**config.mk**
```make
export PLATFORM = sky130hd
export DESIGN_NAME = barrel_pipe
export DESIGN_NICKNAME = d
export VERILOG_FILES = /design/src/rtl/barrel_pipe.sv
export SDC_FILE = /design/constraint.sdc
export NUM_CORES = 1
export LEC_CHECK = 0
export ABC_AREA = 1
export CORE_MARGIN = 2
export CORE_UTILIZATION = 30
export DETAILED_ROUTE_END_ITERATION = 12
export REMOVE_ABC_BUFFERS = 1
export SYNTH_ARGS = -nofsm -noshare
export SYNTH_HDL_FRONTEND = slang
export SYNTH_SLANG_ARGS = --single-unit
export TNS_END_PERCENT = 30
```
**constraint.sdc**
```tcl
create_clock -name Clock -period 1.4 [get_ports Clock]
set_input_delay 0.28 -clock Clock [delete_from_list [all_inputs] [get_ports Clock]]
set_output_delay 0.28 -clock Clock [all_outputs]
set_load 0.01 [all_outputs]
```
**src/rtl/barrel_pipe.sv**
```systemverilog
// barrel_pipe: pipelined logical/arithmetic/rotate barrel shifter.
// One register stage per shift-amount bit; stage k moves the operand by 2^k
// when its amount bit is set. Valid, data, mode, running carry and the
// not-yet-consumed amount bits travel together down the pipe. The whole
// pipe advances in lock-step whenever the output slot is free or drained.
module barrel_pipe #(
    parameter int WIDTH = 16,
    parameter int SHW   = $clog2(WIDTH)
) (
    input  logic             Clock,
    input  logic             Resetn,
    input  logic [2:0]       shift_type,
    input  logic [SHW-1:0]   shift,
    input  logic [WIDTH-1:0] data_in,
    input  logic             in_valid,
    output logic             in_ready,
    output logic [WIDTH-1:0] data_out,
    output logic             carry_out,
    output logic             zero,
    output logic             out_valid,
    input  logic             out_ready
);

    localparam logic [2:0] MODE_LSL = 3'b000;
    localparam logic [2:0] MODE_LSR = 3'b001;
    localparam logic [2:0] MODE_ASR = 3'b010;
    localparam logic [2:0] MODE_ROR = 3'b011;
    localparam logic [2:0] MODE_ROL = 3'b100;

    // Modes 101..111 are reserved and behave as a plain pass-through.
    function automatic logic is_reserved(input logic [2:0] m);
        return m[2] & (m[1] | m[0]);
    endfunction

    // Global stall: every stage moves only when the final slot can be vacated.
    logic advance;

    for (genvar k = 0; k < SHW; k++) begin : g_stage
        localparam int D  = 1 << k;    // distance moved by this stage
        localparam int AW = SHW - k;   // amount bits still pending at this stage

        logic                    prv_vld;
        logic [WIDTH-1:0]        prv_data;
        logic signed [WIDTH-1:0] prv_sdata;
        logic [2:0]              prv_mode;
        logic                    prv_carry;
        logic [AW-1:0]           amt_cur;

        logic [WIDTH-1:0]        data_d;
        logic                    carry_d;

        logic                    vld_q;
        logic [WIDTH-1:0]        data_q;
        logic [2:0]              mode_q;
        logic                    carry_q;

        if (k == 0) begin : g_src
            assign prv_vld   = in_valid;
            assign prv_data  = data_in;
            assign prv_mode  = shift_type;
            assign prv_carry = 1'b0;
            assign amt_cur   = shift;
        end else begin : g_src
            // Remaining amount bits ride in the same slot as stage k-1's data.
            logic [AW-1:0] amt_q;

            // Capture the upper amount bits that stage k-1 did not consume.
            always_ff @(posedge Clock or negedge Resetn) begin
                if (!Resetn) begin
                    amt_q <= '0;
                end else if (advance) begin
                    amt_q <= g_stage[k-1].amt_cur[AW:1];
                end
            end

            assign prv_vld   = g_stage[k-1].vld_q;
            assign prv_data  = g_stage[k-1].data_q;
            assign prv_mode  = g_stage[k-1].mode_q;
            assign prv_carry = g_stage[k-1].carry_q;
            assign amt_cur   = amt_q;
        end

        assign prv_sdata = prv_data;

        // Move by 2^k when this stage's amount bit is set; the carry becomes
        // the last bit that left (or, for rotates, the bit that wrapped).
        always_comb begin
            data_d  = prv_data;
            carry_d = prv_carry;
            if (amt_cur[0]) begin
                case (prv_mode)
                    MODE_LSL: begin
                        data_d  = prv_data << D;
                        carry_d = prv_data[WIDTH-D];
                    end
                    MODE_LSR: begin
                        data_d  = prv_data >> D;
                        carry_d = prv_data[D-1];
                    end
                    MODE_ASR: begin
                        data_d  = $unsigned(prv_sdata >>> D);
                        carry_d = prv_data[D-1];
                    end
                    MODE_ROR: begin
                        data_d  = (prv_data >> D) | (prv_data << (WIDTH - D));
                        carry_d = prv_data[D-1];
                    end
                    MODE_ROL: begin
                        data_d  = (prv_data << D) | (prv_data >> (WIDTH - D));
                        carry_d = prv_data[WIDTH-D];
                    end
                    default: begin
                        data_d  = prv_data;
                        carry_d = prv_carry;
                    end
                endcase
            end
        end

        // Stage register: loads from the predecessor on advance, holds otherwise.
        always_ff @(posedge Clock or negedge Resetn) begin
            if (!Resetn) begin
                vld_q   <= 1'b0;
                data_q  <= '0;
                mode_q  <= '0;
                carry_q <= 1'b0;
            end else if (advance) begin
                vld_q   <= prv_vld;
                data_q  <= data_d;
                mode_q  <= prv_mode;
                carry_q <= carry_d;
            end
        end
    end

    assign out_valid = g_stage[SHW-1].vld_q;
    assign data_out  = g_stage[SHW-1].data_q;
    // Reserved modes never report a carry, whatever the amount.
    assign carry_out = g_stage[SHW-1].carry_q & ~is_reserved(g_stage[SHW-1].mode_q);
    assign zero      = (g_stage[SHW-1].data_q == '0);

    assign advance  = out_ready | ~out_valid;
    assign in_ready = advance;

endmodule

```
==> key figures <==
Status
  • Run status: finished, violations left
  • Failing checks: setup timing

Setup path
  • Worst EP arrival: 1.33 ns
  • Required @ worst endpoint: 1.12 ns
  • CP max FO: 2
  • Endpoint class of the critical path: primary output
  • CP Class: flop to primary output
  • Startpoint Class: flop

Synthesis
  • Mean Syn Cell Area: between 6 and 7 sq um
  • Netlist cell types: 23
  • Synth Area in Compound Gates: 9.88%
  • Post-synthesis simple-gate area fraction: 36.6%
  • Top-area cell type share of the netlist area: about 44%
  • Adder-Cell Fraction of Synth Area: 0%
  • Mux cell area share after synthesis: 0%
  • Seq cells post-synth: 90
  • Synth Area in XOR/XNOR: 0%
  • Area leader, netlist: dfrtp_1
  • Synth top area cells: dfrtp_1 (44%), nand2_1 (26%), a21oi_1 (5.7%), inv_1 (5.3%), nand3_1 (5.2%)
  • Syn. warnings: 0
  • Main combinational cell family by area after synthesis: simple AND/OR/NAND/NOR gates
  • Synth Instances: ~760
  • Mapped cell area: 5080 sq um
  • Seq/Total Area, Yosys: 44.4%

STA
  • Max Slew Vio Count: 0
  • Final setup margin: -0.206 ns
  • Fin crit share: 115%
  • RSZ-0062 raised after global routing: true
  • Clock Skew: approximately 0.0049 ns
  • Actual slew at the worst max-slew pin: 0.475 ns
  • Fmax: 623 MHz
  • Tmin final: 1.61 ns
  • Slew headroom: between 60 and 70%
  • Final setup vio count: 2
  • Final Hold Viols: 0
  • Setup TNS: -0.286 ns

Clock network
  • CTS tree: done
  • Number of H-tree levels: 3
  • CTS Buf Count: 9
  • CTS max path bufs: 2
  • CTS root buffer: clkbuf_16
  • Clock transition at path regs: 0.06 ns
  • Number of clock sinks: 90
  • Clock latency at the later pin of the worst-skew pair: 0.34 ns

Floorplan
  • Die area: 18000 sq um
  • Rows: 47
  • Die height: 134 microns
  • Core ar.: 16600 sq um
  • Die extent in x: 134 microns
  • Number of I/O pins: 47
  • Initial Util: 30.6%

Routing
  • DRC violations left: 0
  • Drt total wl: 12500 microns
  • Wire length per cell: 11.7 microns
  • Pre-Repair DR Iteration Count: 4
  • Vias/cell: 4.47
  • Via count: 4779
  • 1st-iter DRT viols: between 150 and 200
  • Detail Route Antenna Nets: 0

Power and ir drop
  • VDD IR max: 0.847 mV
  • Power Dens Cells: 2160 nW/um^2
  • Static leakage: 3.32 nW
  • Total power: around 14 mW

Cells and area
  • Nets: 871
  • Most frequent cells in the layout: nand2_1 (345), dfrtp_1 (85), inv_1 (69)
  • # diodes: 0
  • Most common cell after layout, fill and taps aside: nand2_1
  • Fillers: ~1800
  • Ratio of cells with drive above 1 in the final layout: 15.4%
  • Synth-to-Final Area Change: 31.0%
  • Final Core Density: 40.1%

Global routing
  • Met1 Use GR: 19.4%
  • First-pass GRT wire length: 21000 microns
  • Largest net degree at the start of global routing: 91
  • Vias in the first global route: 4390
  • Total GRT Usage: ~14%
  • GRT overflow: 0
  • GRT busiest layer: met2
  • Initial antenna violation count: 0
  • Met3 Track Usage GR: 2.76%
  • M2 GR Usage: 22.8%

Job
  • MaxCap Viol Count: 0

Worst hold path
  • Worst Hold Class: flop to flop

Place
  • Dpl ws: -0.374 ns
  • Final GP Congestion: 0.887
  • Port bufs: between 40 and 50
  • DP Wirelength: 8390 microns
-- flip-flops by register name, indices dropped and copies added, names as in the netlist --
| register | count |
|---|---|
| g_stage.data_q | 48 |
| data_out | 16 |
| g_stage.vld_q | 3 |
| g_stage.mode_q | 12 |
| g_stage.carry_q | 4 |
| g_stage.amt_cur | 6 |
| out_valid | 1 |
-- cell usage after synthesis, drive strengths merged --
cell / count
nor2: 56
nand2: 350
o211ai: 1
nand4: 2
o21ai: 33
inv: 76
a21oi: 59
buf: 30
nand3: 53
nor4: 4
dfrtp: 90
a21boi: 1
or2: 1
clkbuf: 5
-- worst max-delay path: stages, from the launching register on --
cell and delay, ns:
dfrtp_1 0.38, nor4_2 0.32, nand2_1 0.09, nor2_1 0.08
buf_2 0.13
-- logic make-up after synthesis --
family	Yosys count
AOI/OAI and AO/OA	94
buffers and inverters	111
DFF	90
and+or+nand+nor	466
-- where the power goes --
group | switching (mW) | leakage (nW) | internal, mW | total, mW
registers | 1.11 | 1.08 | 3.81 | 4.92
logic | 3.96 | 2.10 | 3.13 | 7.09
clock network | 0.913 | 0.142 | 1.42 | 2.33
-- per-layer routing --
metal,vias to the layer above,routed length [microns]
met3,19,438
li1,2539,-
met2,98,5780
met1,2123,5980
met5,-,0
met4,0,337
-- per-stage QoR --
stage | instance area (sq um) | cells | hold slack, ns
final | 6650 | 1068 | 0.457
after global routing | 6650 | 1068 | 0.496
after CTS | 6450 | 1059 | 0.465
after detailed placement | 6150 | 1042 | 0.360
after global placement | 6150 | 1042 | 0.358
after floorplan | 4900 | 726 | -0.0156
-- final cells by class --
class	instances	area, sq um	area share (%)
clock buffer	12	246	3.71
timing repair buffer	107	1090	16.4
clock inverter	3	40.0	0.602
inverter	76	285	4.29
tap	220	275	4.14
multi-input combinational	560	2450	36.9
sequential	90	2260	34.0
-- path summary, 6_finish.rpt --
check / start / slack [ns] / endpoint / depth (start not counted)
max: data_out[1] / -0.21 / zero / 4
max reg2reg: g_stage[0].mode_q[1] / 0.04 / g_stage[1].carry_q / 7
min in group asynchronous: Resetn / 0.50 / g_stage[3].mode_q[2] / 3
min reg2reg: g_stage[2].vld_q / 0.46 / out_valid / 2
min: g_stage[2].vld_q / 0.46 / out_valid / 2
max in group asynchronous: Resetn / 0.51 / g_stage[0].data_q[2] / 3
-- repair_timing --
item / 4_1_cts / 5_1_grt
hold buffers: 1 / 0
setup endpoints to repair: 31 / 68
setup buffers: 1 / 5
endpoints found under the hold margin: 17 / 0
gates cloned: 0 / 4
pin swaps: 4 / 8
resized for setup: 52 / 50
Power figures use the tool's default switching activity.
